**src/rtl/accel_spi_sequencer.sv**
```systemverilog
// ADXL362 transaction scheduler: one config write, then periodic X/Y reads via a byte engine.
// Optional define ACCEL_SEQ_AVG_EN publishes (previous + new) >> 1 instead of raw samples.
module accel_spi_sequencer #(
  parameter int unsigned INIT_DELAY  = 30000,
  parameter int unsigned POLL_CYCLES = 50000,
  parameter int unsigned CS_GAP      = 4
) (
  input  logic       spi_clk,
  input  logic       rst,
  output logic       byte_req,
  output logic [7:0] byte_tx,
  input  logic       byte_done,
  input  logic [7:0] byte_rx,
  output logic       csn,
  output logic [7:0] accel_data_x,
  output logic [7:0] accel_data_y,
  output logic       data_valid,
  output logic       init_done
);

  localparam logic [15:0] LP_INIT_LAST = 16'(INIT_DELAY - 1);
  localparam logic [15:0] LP_GAP_LAST  = 16'(CS_GAP - 1);
  localparam logic [15:0] LP_POLL_LAST = 16'(POLL_CYCLES - 1);

  typedef enum logic [3:0] {
    WAIT_PWR, W_CMD, W_ADDR, W_DATA, GAP, IDLE, R_CMD, R_ADDR, R_X, R_Y
  } state_t;

  state_t      r_state, w_state_n, w_byte_next;
  logic [15:0] r_timer, w_timer_n, r_poll_cnt, w_poll_cnt_n;
  logic        r_poll_pending, w_poll_pending_n;
  logic        r_req, w_req_n, r_csn, w_csn_n;
  logic        r_valid, w_valid_n, r_init_done, w_init_done_n;
  logic [7:0]  r_tx, w_tx_n, r_x, w_x_n, r_y, w_y_n;
  logic [7:0]  w_pub_x, w_pub_y, w_byte_val;
  logic        w_is_byte, w_tick, w_accept;

  assign w_accept = r_req & byte_done;
  assign w_tick   = r_init_done & (r_poll_cnt == LP_POLL_LAST);

`ifdef ACCEL_SEQ_AVG_EN
  logic r_have, w_have_n;

  always_comb begin
    w_pub_x  = r_have ? 8'((9'(r_x) + 9'(byte_rx)) >> 1) : byte_rx;
    w_pub_y  = r_have ? 8'((9'(r_y) + 9'(byte_rx)) >> 1) : byte_rx;
    w_have_n = r_have | (w_accept & (r_state == R_Y));
  end

  always_ff @(posedge spi_clk) begin
    if (rst) r_have <= 1'b0;
    else     r_have <= w_have_n;
  end
`else
  always_comb begin
    w_pub_x = byte_rx;
    w_pub_y = byte_rx;
  end
`endif

  always_ff @(posedge spi_clk) begin
    if (rst) begin
      r_state        <= WAIT_PWR;
      r_timer        <= '0;
      r_poll_cnt     <= '0;
      r_poll_pending <= 1'b0;
      r_req          <= 1'b0;
      r_tx           <= '0;
      r_csn          <= 1'b1;
      r_x            <= '0;
      r_y            <= '0;
      r_valid        <= 1'b0;
      r_init_done    <= 1'b0;
    end else begin
      r_state        <= w_state_n;
      r_timer        <= w_timer_n;
      r_poll_cnt     <= w_poll_cnt_n;
      r_poll_pending <= w_poll_pending_n;
      r_req          <= w_req_n;
      r_tx           <= w_tx_n;
      r_csn          <= w_csn_n;
      r_x            <= w_x_n;
      r_y            <= w_y_n;
      r_valid        <= w_valid_n;
      r_init_done    <= w_init_done_n;
    end
  end

  always_comb begin
    w_state_n        = r_state;
    w_timer_n        = r_timer;
    w_req_n          = r_req;
    w_tx_n           = r_tx;
    w_csn_n          = r_csn;
    w_x_n            = r_x;
    w_y_n            = r_y;
    w_valid_n        = 1'b0;
    w_init_done_n    = r_init_done;
    w_is_byte        = 1'b0;
    w_byte_val       = '0;
    w_byte_next      = r_state;
    w_poll_cnt_n     = r_poll_cnt;
    w_poll_pending_n = r_poll_pending;

    case (r_state)
      WAIT_PWR: begin
        if (r_timer == LP_INIT_LAST) begin
          w_state_n = W_CMD;
          w_timer_n = '0;
          w_csn_n   = 1'b0;
        end else begin
          w_timer_n = r_timer + 16'd1;
        end
      end
      W_CMD:  begin w_is_byte = 1'b1; w_byte_val = 8'h0A; w_byte_next = W_ADDR; end
      W_ADDR: begin w_is_byte = 1'b1; w_byte_val = 8'h2D; w_byte_next = W_DATA; end
      W_DATA: begin w_is_byte = 1'b1; w_byte_val = 8'h02; w_byte_next = GAP;    end
      GAP: begin
        if (r_timer == LP_GAP_LAST) begin
          w_state_n = IDLE;
          w_timer_n = '0;
        end else begin
          w_timer_n = r_timer + 16'd1;
        end
      end
      IDLE: begin
        if (r_poll_pending) begin
          w_state_n = R_CMD;
          w_csn_n   = 1'b0;
        end
      end
      R_CMD:  begin w_is_byte = 1'b1; w_byte_val = 8'h0B; w_byte_next = R_ADDR; end
      R_ADDR: begin w_is_byte = 1'b1; w_byte_val = 8'h08; w_byte_next = R_X;    end
      R_X:    begin w_is_byte = 1'b1; w_byte_val = 8'h00; w_byte_next = R_Y;    end
      R_Y:    begin w_is_byte = 1'b1; w_byte_val = 8'h00; w_byte_next = GAP;    end
      default: w_state_n = WAIT_PWR;
    endcase

    // Each byte state: raise req with the byte, then advance on done; req drops for one cycle between bytes.
    if (w_is_byte) begin
      if (!r_req) begin
        w_req_n = 1'b1;
        w_tx_n  = w_byte_val;
      end else if (byte_done) begin
        w_req_n   = 1'b0;
        w_state_n = w_byte_next;
        case (r_state)
          W_DATA: begin w_init_done_n = 1'b1; w_csn_n = 1'b1; end
          R_X:    w_x_n = w_pub_x;
          R_Y:    begin w_y_n = w_pub_y; w_valid_n = 1'b1; w_csn_n = 1'b1; end
          default: ;
        endcase
      end
    end

    if (r_init_done) w_poll_cnt_n = w_tick ? '0 : r_poll_cnt + 16'd1;

    // A tick wins over consumption, so ticks collapse into one pending read.
    if (w_tick)                               w_poll_pending_n = 1'b1;
    else if (r_state == IDLE && r_poll_pending) w_poll_pending_n = 1'b0;
  end

  assign byte_req     = r_req;
  assign byte_tx      = r_tx;
  assign csn          = r_csn;
  assign accel_data_x = r_x;
  assign accel_data_y = r_y;
  assign data_valid   = r_valid;
  assign init_done    = r_init_done;

endmodule

```
**config.mk**
```make
export PLATFORM = sky130hd
export DESIGN_NAME = accel_spi_sequencer
export DESIGN_NICKNAME = d
export VERILOG_FILES = /design/src/rtl/accel_spi_sequencer.sv
export SDC_FILE = /design/constraint.sdc
export NUM_CORES = 1
export LEC_CHECK = 0
export CAP_MARGIN = 20
export CORE_ASPECT_RATIO = 1.4
export CORE_UTILIZATION = 58
export DETAILED_ROUTE_END_ITERATION = 10
export HOLD_SLACK_MARGIN = 0.03
export PLACE_DENSITY = 0.95
export SYNTH_ARGS = -nofsm -noshare
export SYNTH_HDL_FRONTEND = slang
export SYNTH_SLANG_ARGS = --single-unit
export TNS_END_PERCENT = 10
```
**constraint.sdc**
```tcl
create_clock -name spi_clk -period 5.4 [get_ports spi_clk]
set_input_delay 0.81 -clock spi_clk [delete_from_list [all_inputs] [get_ports spi_clk]]
set_output_delay 0.81 -clock spi_clk [all_outputs]
set_load 0.05 [all_outputs]
```
==> run_results.csv <==
group,metric,value,unit
outcome,status,"completed",
floorplanning,die_area,5183,µm²
pwr,p_leak,1.104,nW
critical_path,critPathMaxStageDelay,0.88,ns
critical_path,r2r_slack,2.89,ns
final_layout,antenna_cells,0,
drt,drt_pass1_iterations,4,
clock_network,cts_num_sinks,61,
synthesis,syn_avg_cell_area,8.900,µm²
critical_path,crit_chain,"clkdlybuf4s50_1",
drt,final_antenna_net_count,0,
final_layout,drive_gt1_frac,0.07082,
timing,fin_skew,0.004014,ns
clock_network,clkLatencyLatePin,0.34,ns
clock_network,post_cts_buffers,0,
final_layout,fin_area,3405,µm²
drt,first_iter_violations,104,
synthesis,synth_edf_count,0,
critical_path,crit_type,"reg2out",
floorplanning,num_io_pins,39,
timing,finalMaxSlewViolations,0,
critical_path,cp_top_family,"buffers and inverters",
final_layout,fillers,338,
clock_network,cts_resized,0,
drt,wl_per_cell,15.13,µm
global_route,grt_max_degree,47,
synthesis,synth-async-reset-ratio,0,
timing,post-route-period-util,0.4688,
clock_network,cts_hold_buf,0,
critical_path,crit_path_end_kind,"primary output",
drt,drc,0,
placed_design,place_area,3179,µm²
critical_path,r2r-start,"r_state[0]",
critical_path,crit_buf_inv,1,
clock_network,tritoncts,"yes",
timing,min_period,2.532,ns
critical_path,cp_slowest_cell,"clkdlybuf4s50_1",
final_layout,final_cells,415,
drt,vias,2432,
critical_path,startpoint,"byte_req",
synthesis,ys_ff_latch,61,
hold_path,min_path_cells,2,
pwr,ir_drop,0.2260,mV
timing,fin_hold_ws,0.4836,ns
pwr,powerDensity,276.2,nW/µm²
global_route,grt_pass1_vias,2345,
floorplanning,start_util,0.6161,
synthesis,postSynthCellCount,319,
pwr,seqPwrFrac,0.483,
global_route,antenna_found_initial,0,
drt,vias_per_cell,5.860,
timing,max_slew_margin,0.5646,
final_layout,syn2layout_area_growth,19.92,%
timing,fin_setup_tns,0,ns
drt,wirelength,6279,µm
synthesis,netlist.area_leader.share,0.4301,
synthesis,ys.flop_type,"dfxtp_1",
placed_design,dp_cells,399,
synthesis,yosysSeqAreaShare,0.4301,
timing,setup_viol,0,
critical_path,required,4.59,ns
placed_design,dp_hpwl,4141,µm
final_layout,seqCellArea,1221,µm²
placed_design,pre_cts_slack,2.832,ns
critical_path,worstPathMaxFanout,9,
synthesis,synthTopCellsByArea,"dfxtp_1, mux2i_1, nor2_1, xor2_1, xnor2_1",
floorplanning,coreArea,4608,µm²
synthesis,netlist_area,2839,µm²
placed_design,numPortBuffers,35,
final_layout,nNetsFinal,361,
global_route,track_usage,0.2669,
clock_network,clockBufferDepth,2,
critical_path,r2r_cells,4,
timing,rsz0062_at_grt,"no",
run,maxCapViolCount,0,
final_layout,fin_util,0.7388,
pwr,total_power,0.9402,mW
placed_design,gp_congestion,0.8994,
clock_network,cts_made_buffers,9,
floorplanning,fp.dieW,61.13,µm
pwr,switching_power,0.1934,mW
synthesis,yosysWarnings,0,
final_layout,multiInputGateArea,1493,µm²
clock_network,cts_max_level,3,
critical_path,cp.arrival,1.72,ns
critical_path,r2r-end,"r_state[0]",
floorplanning,rows,29,
timing,finalHoldViolations,0,
critical_path,start_kind,"flip-flop",
timing,setup_slack,2.868,ns
critical_path,path_depth,1,
synthesis,synth_largest_area_cell,"dfxtp_1",
global_route,grt_remaining_overflow,0,
floorplanning,chipHeight,84.78,µm
timing,worst_pin_slew,0.6524,ns
synthesis,synth_cell_types,51,
pwr,sw_frac_of_total,0.2057,
pwr,power.share.clock,0.486,
critical_path,endpoint,"byte_req",
clock_network,cts-root-buf,"clkbuf_8",
pwr,p_comb_frac,0.031,
global_route,grt_pass1_wl,10240,µm
timing,fmax,395.0,MHz
clock_network,path_clk_slew,0.06,ns
hold_path,hp-class,"reg2reg",
pwr,intPower,0.7468,mW
==> power groups by stage <==
stage	logic, mW	registers, mW	clock network [mW]
2_1_floorplan	0.0195	0.463	0
3_3_place_gp	0.0284	0.464	0
3_5_place_dp	0.0292	0.464	0
4_1_cts	0.0292	0.454	0.462
5_1_grt	0.0320	0.454	0.483
6_report	0.0295	0.454	0.457
==> cell families after synthesis <==
kind of cell | count (synthesis) | synth area share
other | 1 | 0.001321
adder cells (fa/ha/maj) | 2 | 0.008813
XOR/XNOR | 23 | 0.07096
buffers and inverters | 27 | 0.04671
AO/OA/AOI/OAI | 49 | 0.1097
AND/OR/NAND/NOR | 136 | 0.2614
flip-flops | 61 | 0.4301
multiplexers | 20 | 0.07096
==> cells in the mapped netlist (4+ instances only) <==
library cell,n
o21ai_0,10
and3_1,4
nand2_1,18
nor2_1,37
and4_1,4
buf_4,4
mux2i_1,19
a21oi_1,16
or3_1,7
nand3_1,11
a31oi_1,4
nor3_1,16
xnor2_1,10
xor2_1,13
o211ai_1,4
or4_1,5
clkbuf_1,12
inv_1,6
nand4_1,9
dfxtp_1,61
a211oi_1,5
==> cell type report <==
type / count / share of cell area
clock buffer: 12 / 0.04557
tap: 62 / 0.02279
multi-input combinational: 233 / 0.4384
sequential: 61 / 0.3587
timing repair buffer: 37 / 0.1073
clock inverter: 4 / 0.02058
inverter: 6 / 0.006615
==> placed cells by master (no fill, tap or decap), drive strengths merged, types with 2 or more instances in the layout <==
cell           instances
dfxtp                 61
nor2                  38
clkdlybuf4s50         35
mux2i                 19
nand2                 18
nor3                  18
a21oi                 17
xor2                  13
clkbuf                12
nand3                 11
o21ai                 10
xnor2                 10
nand4                  9
or3                    7
inv                    6
or4                    6
a211oi                 5
and4                   4
o211ai                 4
and3                   4
a31oi                  4
nor2b                  3
o31ai                  3
nor4                   3
nand2b                 3
conb                   3
or4b                   3
and2                   3
nor4bb                 2
ha                     2
bufinv                 2
clkinv                 2
buf                    2
==> sequential cells by signal, summed over array words and instances, names as in the netlist <==
| name | count |
|---|---|
| r_poll_cnt | 16 |
| r_timer | 16 |
| accel_data_x | 8 |
| accel_data_y | 8 |
| byte_tx | 4 |
| r_state | 4 |
| byte_req | 1 |
| csn | 1 |
| data_valid | 1 |
| init_done | 1 |
| r_poll_pending | 1 |
==> how the worst min path moves through the flow <==
stage | from | end
floorplan | r_poll_cnt[15] | r_poll_cnt[15]
global placement | byte_tx[0] | byte_tx[0]
detailed placement | byte_tx[0] | byte_tx[0]
CTS | byte_tx[0] | byte_tx[0]
global route | byte_tx[0] | byte_tx[0]
finish | byte_tx[0] | byte_tx[0]
==> per-layer routing <==
layer / vias to the layer above / wire [µm] / GRT usage / share of wire
li1: 1192 / - / - / -
met1: 1163 / 2494 / 0.2860 / 0.40
met2: 65 / 3392 / 0.4664 / 0.54
met3: 12 / 267 / 0.08475 / 0.043
met4: 0 / 125 / 0.1033 / 0.020
met5: - / 0 / 0 / 0
Power figures use the tool's default switching activity.
==> RTL edit 1: new RTL, config.mk and constraints unchanged <==
The 10 states of `state_t` get a one-hot encoding in 10 bits.
--- a/src/rtl/accel_spi_sequencer.sv
+++ b/src/rtl/accel_spi_sequencer.sv
@@ -22,8 +22,8 @@
   localparam logic [15:0] LP_GAP_LAST  = 16'(CS_GAP - 1);
   localparam logic [15:0] LP_POLL_LAST = 16'(POLL_CYCLES - 1);
 
-  typedef enum logic [3:0] {
-    WAIT_PWR, W_CMD, W_ADDR, W_DATA, GAP, IDLE, R_CMD, R_ADDR, R_X, R_Y
+  typedef enum logic [9:0] {
+    WAIT_PWR = 10'b0000000001, W_CMD = 10'b0000000010, W_ADDR = 10'b0000000100, W_DATA = 10'b0000001000, GAP = 10'b0000010000, IDLE = 10'b0000100000, R_CMD = 10'b0001000000, R_ADDR = 10'b0010000000, R_X = 10'b0100000000, R_Y = 10'b1000000000
   } state_t;
 
   state_t      r_state, w_state_n, w_byte_next;
Formal check against the unedited RTL: same outputs for any inputs over 10 cycles, from zero or initial values and one cycle with rst high; not proved beyond that.
==> RTL edit 1 against the original RTL <==
Sequential cell count increased by 6; design area increased by 12%; utilization down 1.7 points; wire length rose by 20%; clock skew up 4.3 ps; critical path depth up 6; count of clock-buffer cells in the layout down 2; worst setup slack worse by 85 ps; synthesized area rose by 15%; clock power is 2% higher; power grew 5.2%; critical path type is now reg -> reg; highest routed layer unchanged.
==> RTL edit 1: results (changes against the original RTL) <==
Placement
  • Post-detail-place hpwl: 5232 um (was 4141 um)
  • Area after DPL: 3583 um^2 (was 3179 um^2)
  • RD Place Congestion: 0.8968 (was 0.8994)
  • Port Buf Inserts: 35 (unchanged)

Setup path
  • R2R Path End: r_timer[3] (was r_state[0])
  • WP data arrival: 2800 ps (was 1720 ps)
  • R2R setup slack: 2780 ps (was 2890 ps)

CTS
  • CTS clock-pin slew for the worst setup and hold paths: 80 ps (was 60 ps)
  • Post-CTS Setup Inserts: 0 (unchanged)
  • Num CTS Buffers: 9 (unchanged)

Final layout
  • Top Registers: r_poll_cnt (16), r_timer (16), r_state (10) (was r_poll_cnt (16), r_timer (16))
  • Nets: 416 (was 361)
  • Layout cells sized above 1: 5.882% (was 7.082%)

Synth
  • Count of cell types in the netlist: 47 (was 51)
  • Ranking of synthesized cells by area: dfxtp_1, nor2_1, xor2_1 (was dfxtp_1, mux2i_1, nor2_1)
  • Register area share after synthesis: 41.10% (was 43.01%)

Worst hold path
  • Hold Path Sink: r_poll_cnt[1] (was byte_tx[0])
  • Worst Hold Class: reg -> reg (unchanged)

Drt
  • Final WL: 7544 um (was 6279 um)

STA
  • Worst Tran Pin Value: 951.1 ps (was 652.4 ps)
  • Pins over their slew limit: 0 (unchanged)

Power and ir drop
  • VDD IR max: 0.2092 mV (was 0.2260 mV)
  • Lkg Pwr: 1.440 nW (was 1.104 nW)

Outcome
  • Status: complete, no violations (unchanged)

GRT
  • Largest net degree at the start of global routing: 56 (was 47)
  • Number of global-route vias before repair: 2956 (was 2345)
  • First-pass GRT wire length: 12560 um (was 10240 um)
  • Total GRT Usage: 27.02% (was 26.69%)
==> RTL edit 1: cell count changes after synthesis, moves of 5 or more <==
cell | unedited run | this run
a21oi_1 | 16 | 9
clkbuf_1 | 12 | 18
nand4_1 | 9 | 18
dfxtp_1 | 61 | 67
nor2_1 | 37 | 54
o21ai_0 | 10 | 5
nor3b_1 | 0 | 5
nand2_1 | 18 | 25
nor3_1 | 16 | 25
xor2_1 | 13 | 21
==> RTL edit 1: kinds of logic (layout without fill, tap and decap cells) <==
kind of cell,count (synthesis),after routing,share of synthesized area (%)
mux,17,17,5.215
xor+xnor,32,32,8.589
compound gates,40,40,8.512
fa+ha+maj,2,2,0.7667
simple gates,191,191,31.48
flops,67,67,41.10
buf+inv,30,56,4.217
other cells,1,3,0.1149
==> RTL edit 1: worst max-delay path, cell delays in order (launching register included) <==
cell      delay (ps)
dfxtp_1          390
ha_1             200
or4b_2           580
nor3_1           250
nand4_1          170
a21boi_1         510
buf_4            290
nor3_1            80
==> RTL edit 1: worst max path at each step <==
stage	cells past startpoint	start	slack, ps	end
final	7	r_timer[0]	2780	r_timer[3]
after global routing	7	r_timer[0]	2680	r_timer[2]
after detailed placement	6	byte_done	2670	accel_data_y[4]
after CTS	7	r_timer[0]	2850	r_timer[3]
after global placement	5	r_state[9]	2750	r_timer[3]
after floorplan	6	r_state[3]	3150	r_timer[13]
==> RTL edit 1: routing by layer <==
layer,routed length (um),vias up,global-route usage (%)
li1,-,1402,-
met1,2844,1357,25.98
met2,4071,92,48.37
met3,366,26,7.449
met4,262,0,17.57
met5,0,-,0
==> RTL edit 1: where the power goes <==
part | switching [mW] | internal, mW | total, mW
sequential | 0.00224 | 0.496 | 0.498
combinational | 0.0171 | 0.00974 | 0.0268
clock | 0.192 | 0.272 | 0.464
==> RTL edit 1: area by class of cell <==
class                   count  area, um^2
flip-flops and latches     67        1341
clock buffers              10       137.6
well taps                  66       82.58
fillers                   373        1465
repair buffers             36       352.8
inverters                   4       15.01
clock inverters             6       88.84
multi-input cells         285        1792
==> RTL edit 1: metrics by stage <==
stage               setup WS, ps  util, %  instances
floorplan                   3147        -        382
global placement            2747    67.79        457
CTS                         2849    72.22        474
detailed placement          2667    67.93        458
global route                2678    72.22        474
finish                      2783    72.22        474
==> RTL edit 2: new RTL, same settings <==
Made on the original files. The option `ACCEL_SEQ_AVG_EN` is turned on by a define.
--- a/src/rtl/accel_spi_sequencer.sv
+++ b/src/rtl/accel_spi_sequencer.sv
@@ -1,5 +1,7 @@
 // ADXL362 transaction scheduler: one config write, then periodic X/Y reads via a byte engine.
 // Optional define ACCEL_SEQ_AVG_EN publishes (previous + new) >> 1 instead of raw samples.
+`define ACCEL_SEQ_AVG_EN
+
 module accel_spi_sequencer #(
   parameter int unsigned INIT_DELAY  = 30000,
   parameter int unsigned POLL_CYCLES = 50000,
Formal check against the unedited RTL: no difference found for any inputs over 10 cycles, from zero or initial values and one cycle with rst high; that may be too few to reach the edited logic, so the function may still have changed.
==> RTL edit 2 against the original RTL <==
Worst setup slack got worse by 150 ps; wire length is 36% higher; sequential power grew 2%; sequential cell count rose by 1; clock skew rose by 0.98 ps; power down 8.6%; maximum frequency shrank 5.7%; design area grew 20%; final cell count up 33%; non-clock buffer count unchanged; synthesized area rose by 26%; largest cell class unchanged; count of clock-buffer cells in the layout did not move.
==> RTL edit 2: results (changes against the original RTL) <==
Outcome
  • Status: complete, no violations (unchanged)

Drt
  • Final WL: 8566 um (was 6279 um)
  • Router iterations before antenna repair: 5 (was 4)
  • Met3 wire length: 425 um (was 267 um)
  • Vias: 3444 (was 2432)
  • Met2 wire len: 4421 um (was 3392 um)
  • M1 WL: 3527 um (was 2494 um)
  • Avg WL per Cell: 15.55 um (was 15.13 um)

STA
  • Clk_skew: 4.996 ps (was 4.014 ps)

Final layout
  • Comb_multi_in: 360 (was 233)
  • Inverters: 8 (was 6)
  • Seq area share: 30.27% (was 35.87%)
  • Non-clock buffer share of cell area: 8.911% (was 10.73%)
  • Filler cells: 489 (was 338)
  • Nets: 507 (was 361)
  • Multi-input combinational area share: 54.17% (was 43.84%)

Synth
  • Register area share after synthesis: 34.65% (was 43.01%)
  • Count of cell types in the netlist: 56 (was 51)
  • Yosys reg bits: 62 (was 61)
  • Post-Synth Adder-Cell Area: 6.706% (was 0.8814%)
  • Mapped Avg Cell Area: 7.960 um^2 (was 8.900 um^2)
  • Ranking of synthesized cells by area: dfxtp_1, nor2_1, xnor2_1 (was dfxtp_1, mux2i_1, nor2_1)
  • Post-synth top cells: dfxtp_1, nor2_1, a21oi_1, nand2_1, xnor2_1 (was dfxtp_1, nor2_1, mux2i_1)
  • Multiplexer share of the synthesized area: 1.432% (was 7.096%)
  • Synth Area in XOR/XNOR: 8.068% (was 7.096%)

Worst hold path
  • Hold Crit Start: csn (was byte_tx[0])
  • Hold Path Sink: csn (was byte_tx[0])

GRT
  • Total GRT Usage: 29.64% (was 26.69%)
  • M3 GR Usage: 7.246% (was 8.475%)
  • Number of global-route vias before repair: 3265 (was 2345)
  • Largest net degree at the start of global routing: 33 (was 47)
  • Grt met2 use: 49.26% (was 46.64%)
  • First-pass GRT wire length: 14550 um (was 10240 um)

Placement
  • Placed cell count: 537 (was 399)
  • Post-detail-place hpwl: 5966 um (was 4141 um)

Power and ir drop
  • Lkg Pwr: 1.479 nW (was 1.104 nW)
  • Clock power frac: 40.2% (was 48.6%)
  • Sw Share: 24.18% (was 20.57%)
  • VDD IR max: 0.1560 mV (was 0.2260 mV)

Setup path
  • Slowest Stage Delay on Critical Path: 470 ps (was 880 ps)
  • R2R Path End: accel_data_y[7] (was r_state[0])
  • Crit-path max FO: 5 (was 9)
  • Delay-heaviest family, CP: compound AO/OA/AOI/OAI gates (was buffers and inverters)
  • Crit path from: byte_rx[0] (was byte_req)
  • R2R setup slack: 3020 ps (was 2890 ps)
  • R2R depth: 5 (was 4)
  • Critical Path End: accel_data_x[5] (was byte_req)

CTS
  • Worst skew pair latency: 350 ps
-- RTL edit 2: cell count changes after synthesis, sizes merged, moves of 7 or more --
| cell | unedited run | this run |
|---|---|---|
| a21oi | 17 | 41 |
| nand2 | 18 | 41 |
| nor2 | 38 | 57 |
| mux2i | 19 | 4 |
| ha | 2 | 16 |
| xnor2 | 10 | 24 |
| o21ai | 10 | 22 |
| nand2b | 3 | 10 |
-- RTL edit 2: metrics by stage --
stage	util (%)	setup slack, ps	area, um^2	total power [mW]	hold slack (ps)
6_report	69.44	2714	4100	0.8593	456.5
5_1_grt	69.44	2628	4100	0.8871	489.6
4_1_cts	69.44	2766	4100	0.8606	462.4
2_1_floorplan	-	3024	3590	0.5055	449.2
3_3_place_gp	66.82	2457	3945	0.5195	445.5
3_5_place_dp	66.82	2406	3945	0.5222	452.6
